## config.mk

```make
export PLATFORM = sky130hd
export DESIGN_NAME = uart_receiver
export DESIGN_NICKNAME = d
export VERILOG_FILES = /design/src/rtl/uart_pkg.sv /design/src/rtl/uart_baud_tick.sv /design/src/rtl/uart_receiver.sv
export SDC_FILE = /design/constraint.sdc
export NUM_CORES = 1
export LEC_CHECK = 0
export BUFFER_PORTS_ARGS = -buffer_cell sky130_fd_sc_hd__buf_2
export CAP_MARGIN = 20
export CORE_AREA = 5 5 70 72
export DETAILED_ROUTE_END_ITERATION = 7
export DIE_AREA = 0 0 75 77
export GPL_TIMING_DRIVEN = 0
export HOLD_SLACK_MARGIN = 0.15
export MAX_ROUTING_LAYER = met4
export PLACE_DENSITY = 0.69
export SLEW_MARGIN = 20
export SYNTH_ARGS = -nofsm -noshare
export SYNTH_HDL_FRONTEND = slang
export SYNTH_SLANG_ARGS = --single-unit
```

## constraint.sdc

```tcl
create_clock -name clk -period 2.9 [get_ports clk]
set_clock_uncertainty 0.2 [all_clocks]
set_input_delay 0.435 -clock clk [delete_from_list [all_inputs] [get_ports clk]]
set_output_delay 0.435 -clock clk [all_outputs]
set_load 0.01 [all_outputs]
```

## src/rtl/uart_pkg.sv

```systemverilog
// Shared UART definitions: FSM state encodings, frame width, baud divider helpers.
// Used by uart_receiver and the matching transmitter.
package uart_pkg;

  localparam int DATA_BITS = 8;

  typedef enum logic [2:0] {
    IDLE   = 3'd0,
    START  = 3'd1,
    DATA   = 3'd2,
    PARITY = 3'd3,
    STOP   = 3'd4,
    BREAK  = 3'd5
  } uart_state_t;

  function automatic int calc_div(input int clk_freq, input int baud, input int oversample);
    return clk_freq / (baud * oversample);
  endfunction

  // Bits needed to hold the values 0..n-1.
  function automatic int cnt_width(input int n);
    return (n <= 2) ? 1 : $clog2(n);
  endfunction

endpackage

```

## src/rtl/uart_baud_tick.sv

```systemverilog
// Oversample tick generator: free-running 0..DIV-1 counter, tick is combinational at DIV-1.
// Latency: first tick DIV cycles after restart; no backpressure (pulse output only).
module uart_baud_tick
  import uart_pkg::*;
#(
  parameter int CLK_FREQ   = 100_000_000,
  parameter int BAUD       = 115_200,
  parameter int OVERSAMPLE = 16
) (
  input  logic clk,
  input  logic rst,
  input  logic restart,
  output logic tick
);

  localparam int RAW_DIV = calc_div(CLK_FREQ, BAUD, OVERSAMPLE);
  localparam int DIV     = (RAW_DIV < 1) ? 1 : RAW_DIV;
  localparam int CW      = cnt_width(DIV);
  localparam logic [CW-1:0] LAST = CW'(DIV - 1);

  logic [CW-1:0] cnt;

  always_ff @(posedge clk or negedge rst) begin
    if (!rst) begin
      cnt <= '0;
    end else if (restart || cnt == LAST) begin
      cnt <= '0;
    end else begin
      cnt <= cnt + CW'(1);
    end
  end

  assign tick = (cnt == LAST) && !restart;

endmodule

```

## src/rtl/uart_receiver.sv

```systemverilog
// 8N1 UART receiver with 2-FF rxd sync, 3-sample majority vote; UART_RX_PARITY_EN adds even parity (8E1).
// Byte lands on data one cycle after the stop-bit vote; no backpressure: an unread byte is overwritten and overrun pulses.
module uart_receiver
  import uart_pkg::*;
#(
  parameter int CLK_FREQ   = 100_000_000,
  parameter int BAUD       = 115_200,
  parameter int OVERSAMPLE = 16
) (
  input  logic                 clk,
  input  logic                 rst,
  input  logic                 rxd,
  input  logic                 rd,
  output logic [DATA_BITS-1:0] data,
  output logic                 valid,
  output logic                 frame_err,
  output logic                 overrun
);

  localparam int TW = cnt_width(OVERSAMPLE);
  localparam int IW = cnt_width(DATA_BITS);
  localparam logic [TW-1:0] S_A     = TW'(OVERSAMPLE / 2 - 1);
  localparam logic [TW-1:0] S_B     = TW'(OVERSAMPLE / 2);
  localparam logic [TW-1:0] S_C     = TW'(OVERSAMPLE / 2 + 1);
  localparam logic [TW-1:0] OS_LAST = TW'(OVERSAMPLE - 1);
  localparam logic [IW-1:0] BIT_LAST = IW'(DATA_BITS - 1);

  uart_state_t state_q, state_d;

  logic rxd_meta, rxd_s, rxd_prev;
  logic fall, tick, restart;
  logic [TW-1:0] tick_cnt;
  logic samp_a, samp_b, vote, vote_stb;
  logic [IW-1:0] bit_idx;
  logic [DATA_BITS-1:0] shreg;
  logic good_frame, bad_frame;

  // Idle-high reset values keep a reset release from looking like a start edge.
  always_ff @(posedge clk or negedge rst) begin
    if (!rst) begin
      rxd_meta <= 1'b1;
      rxd_s    <= 1'b1;
      rxd_prev <= 1'b1;
    end else begin
      rxd_meta <= rxd;
      rxd_s    <= rxd_meta;
      rxd_prev <= rxd_s;
    end
  end

  assign fall = rxd_prev & ~rxd_s;

  uart_baud_tick #(
    .CLK_FREQ  (CLK_FREQ),
    .BAUD      (BAUD),
    .OVERSAMPLE(OVERSAMPLE)
  ) u_baud_tick (
    .clk    (clk),
    .rst    (rst),
    .restart(restart),
    .tick   (tick)
  );

  assign vote     = (samp_a & samp_b) | (samp_a & rxd_s) | (samp_b & rxd_s);
  assign vote_stb = tick && (tick_cnt == S_C) &&
                    (state_q != IDLE) && (state_q != BREAK);

  always_ff @(posedge clk or negedge rst) begin
    if (!rst) begin
      state_q <= IDLE;
    end else begin
      state_q <= state_d;
    end
  end

`ifdef UART_RX_PARITY_EN
  logic par_err;

  // Sticky for the frame; cleared when a new start bit is confirmed.
  always_ff @(posedge clk or negedge rst) begin
    if (!rst) begin
      par_err <= 1'b0;
    end else if (vote_stb && state_q == START) begin
      par_err <= 1'b0;
    end else if (vote_stb && state_q == PARITY) begin
      par_err <= vote ^ (^shreg);
    end
  end
`endif

  always_comb begin
    state_d    = state_q;
    restart    = 1'b0;
    good_frame = 1'b0;
    bad_frame  = 1'b0;
    case (state_q)
      IDLE: begin
        if (fall) begin
          restart = 1'b1;
          state_d = START;
        end
      end
      START: begin
        if (vote_stb) state_d = vote ? IDLE : DATA;
      end
      DATA: begin
        if (vote_stb && bit_idx == BIT_LAST) begin
`ifdef UART_RX_PARITY_EN
          state_d = PARITY;
`else
          state_d = STOP;
`endif
        end
      end
`ifdef UART_RX_PARITY_EN
      PARITY: begin
        if (vote_stb) state_d = STOP;
      end
`endif
      STOP: begin
        if (vote_stb) begin
          if (!vote) begin
            bad_frame = 1'b1;
            state_d   = BREAK;
`ifdef UART_RX_PARITY_EN
          end else if (par_err) begin
            bad_frame = 1'b1;
            state_d   = IDLE;
`endif
          end else begin
            good_frame = 1'b1;
            state_d    = IDLE;
          end
        end
      end
      BREAK: begin
        if (rxd_s) state_d = IDLE;
      end
      default: state_d = IDLE;
    endcase
  end

  // Tick position within the bit wraps freely, so votes recur every OVERSAMPLE ticks.
  always_ff @(posedge clk or negedge rst) begin
    if (!rst) begin
      tick_cnt <= '0;
      samp_a   <= 1'b1;
      samp_b   <= 1'b1;
      bit_idx  <= '0;
      shreg    <= '0;
    end else begin
      if (restart) begin
        tick_cnt <= '0;
      end else if (tick) begin
        tick_cnt <= (tick_cnt == OS_LAST) ? '0 : tick_cnt + TW'(1);
      end
      if (tick && tick_cnt == S_A) samp_a <= rxd_s;
      if (tick && tick_cnt == S_B) samp_b <= rxd_s;
      if (vote_stb) begin
        case (state_q)
          START: bit_idx <= '0;
          DATA: begin
            shreg   <= {vote, shreg[DATA_BITS-1:1]};
            bit_idx <= bit_idx + IW'(1);
          end
          default: ;
        endcase
      end
    end
  end

  always_ff @(posedge clk or negedge rst) begin
    if (!rst) begin
      data      <= '0;
      valid     <= 1'b0;
      frame_err <= 1'b0;
      overrun   <= 1'b0;
    end else begin
      frame_err <= bad_frame;
      overrun   <= good_frame & valid & ~rd;
      if (good_frame) begin
        data  <= shreg;
        valid <= 1'b1;
      end else if (rd) begin
        valid <= 1'b0;
      end
    end
  end

endmodule

```

==> out/qor.json <==
{
  "netlist_area_um2": 1831,
  "setup_total_negative_slack_ps": 0,
  "grt-busiest-layer": "met2",
  "timing.max_cap.violations": 0,
  "post_drt_wl_per_cell_um": 14.80,
  "placed_cells": 217,
  "cp_max_fo": 8,
  "via_count": 1196,
  "cts_tree": "yes",
  "critical_path.startpoint_type": "register",
  "grtUsageTotal_pct": 13.28,
  "leakage_nw": 0.9784,
  "synth_top_area_share_pct": 47.85,
  "timing.final.hold_violations": 0,
  "gpl.final_weighted_congestion": 0.8068,
  "postRouteAntennaNets": 0,
  "post_layout_nonfiller_instances": 227,
  "cts_root_buf": "clkbuf_8",
  "layout_worst_path_cycle_share_pct": 79.64,
  "detail_route.iter0.violations": 77,
  "grt_antenna_before_repair": 0,
  "cts_inserted_buffers": 5,
  "clock_path_buffers": 2,
  "pwr_density_cell_nw_per_um2": 582.7,
  "clk_transition_reported_paths_ps": 80,
  "antenna_cells": 0,
  "drt_drc_violations_left": 0,
  "post-route-worst-setup-slack_ps": 590.6,
  "cts.sinks": 40,
  "die_width_um": 75,
  "yosys-mux-area-fraction_pct": 11.62,
  "final_nets": 185,
  "worst_slew_margin_rel_pct": 41.75,
  "placement.setup.worst_slack_ps": 583.6,
  "yosysUniqueCellTypes": 40,
  "detail_route.wirelength_um": 3359,
  "cell_type_contributing_the_most_total_cell_area_after_synthesis": "dfrtp_1",
  "worst-endpoint-required_ps": 2880,
  "timing_max_transition_violations_final": 0,
  "postSynthNetCount": 162,
  "finalWorstPathRequiredPeriod_ps": 2309,
  "grt_max_degree": 41,
  "io_buffer_count": 14,
  "synth_seq_cells": 40,
  "core_area_um2": 4234,
  "place.detailed.hpwl_um": 2342,
  "first_pass_iters": 4,
  "synth.avg_cell_area_um2": 12.12,
  "global_route.usage.met1_pct": 16.83,
  "chip_height_um": 77,
  "synth-adder-area-share_pct": 5.332,
  "simple_gate_fraction_of_synth_area_pct": 16.61,
  "grt_pass1_vias": 1235,
  "grt_remaining_overflow": 0,
  "clock_latency_ps": 290,
  "clock.fmax_mhz": 433.0,
  "run_status": "completed",
  "critPathKind": "reg2reg",
  "synth_enable_flop_cells": 0,
  "synth_flop_cell": "dfrtp_1",
  "io_pins": 15,
  "htree_levels": 2,
  "use_met2_pct": 19.16,
  "yosys-top-cells-area": "dfrtp_1 (48%), mux2_2 (10%), dfstp_2 (7.2%)",
  "drt-vias-per-instance": 5.269,
  "synth_compound_area_share_pct": 6.904,
  "cp.arrival_ps": 2290,
  "synthesis.yosys.warnings": 0,
  "postCtsSetupRepairBufs": 0,
  "die_area_um2": 5775,
  "power.ir.vdd_worst_v": 0.0004979,
  "global_route.usage.met3_pct": 5.098,
  "initial_utilization_pct": 43.23,
  "synthesized_netlist_cell_count": 151,
  "share_of_synthesized_area_occupied_by_flip_flops_and_latches_pct": 55.02,
  "worstSetupEndpointType": "register",
  "tightestPinTransition_ps": 873.8,
  "areaGrowthSynthToFinish_pct": 13.12,
  "largest_family_of_logic_cells_by_synthesized_area": "simple AND/OR/NAND/NOR gates",
  "synth_async_sr_flop_share_pct": 100.0,
  "setup_repair_after_global_routing_missed_its_margin": "no",
  "minimum_hold_slack_ps": 155.0,
  "post_synth_xor_area_fraction_pct": 2.392,
  "utilization_pct": 48.91,
  "wire_length_of_the_first_global_routing_pass_um": 5747,
  "placementRows": 24,
  "min_path_type": "reg2reg",
  "drive_above_1_share_pct": 28.57,
  "final-setup-viol-count": 0
}
[flip-flops by register name, indices dropped and copies added, names as in the netlist, 3 cells and up]
register and count:
data 8, tick_cnt 4, u_baud_tick.cnt 6, shreg 8
bit_idx 3, state_q 3
[kinds of logic after synthesis]
family,count (synthesis)
xor+xnor,5
flops,40
fa+ha+maj,8
simple gates,50
buf+inv,9
mux,19
compound gates,20
[power breakdown]
part	internal [mW]	total, mW	switching, mW
Combinational	0.0801	0.189	0.109
Sequential	0.610	0.662	0.0520
Clock	0.168	0.355	0.187
[critical path, stage by stage, from the launching register on]
cell,delay (ps)
dfrtp_1,400
inv_1,60
ha_1,140
and4b_1,200
buf_4,160
nand4_4,180
nor3b_4,470
mux2_2,390
[area by class of cell]
cell class	count	area, um2
Clock inverter	2	12.51
Sequential cell	40	1007
Fill cell	373	2163
Multi-Input combinational cell	102	784.5
Tap cell	52	65.06
Clock buffer	6	72.57
Inverter	4	15.01
Buffer	5	23.77
Timing Repair Buffer	16	90.09
[cells in the mapped netlist (2+ instances only)]
master / number
dfrtp_1: 35
mux2_2: 17
nor2_1: 12
nand3_1: 8
a21oi_1: 7
ha_1: 7
nand2_1: 6
dfstp_2: 5
inv_1: 4
nor2b_1: 4
o211ai_1: 4
clkbuf_1: 3
nand2b_1: 3
o21ai_0: 3
o31ai_1: 3
xor2_1: 3
nand3b_1: 2
nand4b_1: 2
xnor2_1: 2
[path summary, 6_finish.rpt]
kind / endpoint / slack (ps) / depth (start not counted) / start
worst max-delay path: shreg[1]$_DFFE_PN0P_ / 590 / 7 / u_baud_tick.cnt[1]$_DFF_PN0_
worst min-delay path: rxd_s$_DFF_PN1_ / 150 / 0 / rxd_meta$_DFF_PN1_
worst max register to register: shreg[1]$_DFFE_PN0P_ / 590 / 7 / u_baud_tick.cnt[1]$_DFF_PN0_
worst min register to register: rxd_s$_DFF_PN1_ / 150 / 0 / rxd_meta$_DFF_PN1_
max in group asynchronous: shreg[0]$_DFFE_PN0P_ / 1360 / 2 / rst
min in group asynchronous: bit_idx[2]$_DFFE_PN0P_ / 600 / 2 / rst
[cell usage in the layout (no fill, tap or decap), types with 3 or more instances in the layout]
cell type,instances
dfrtp_1,35
buf_2,15
o211ai_1,4
nand3_1,8
a21oi_1,7
o31ai_1,3
xor2_1,3
clkbuf_1,4
clkbuf_8,5
nor2_1,12
o21ai_0,3
nor2b_1,4
dfstp_2,5
ha_1,7
nand2b_1,3
inv_1,4
nand2_1,6
mux2_2,17
[per-layer routing]
layer,part of all wire (%),vias up
met5,0,-
met4,1.8,0
met3,4.4,8
li1,-,583
met1,47,583
met2,47,22
[per-stage QoR]
stage	power, mW	area (um2)
2_1_floorplan	0.8032	1831
3_3_place_gp	0.8426	1966
3_5_place_dp	0.8578	1966
4_1_cts	1.221	2071
5_1_grt	1.287	2071
6_report	1.207	2071
[timing repair]
action,4_1_cts,5_1_grt
endpoints found under the setup margin,0,0
hold buffers,2,0
resized for setup,0,0
hold endpoints to repair,36,0
No activity file was read; power rests on OpenSTA's default activity.
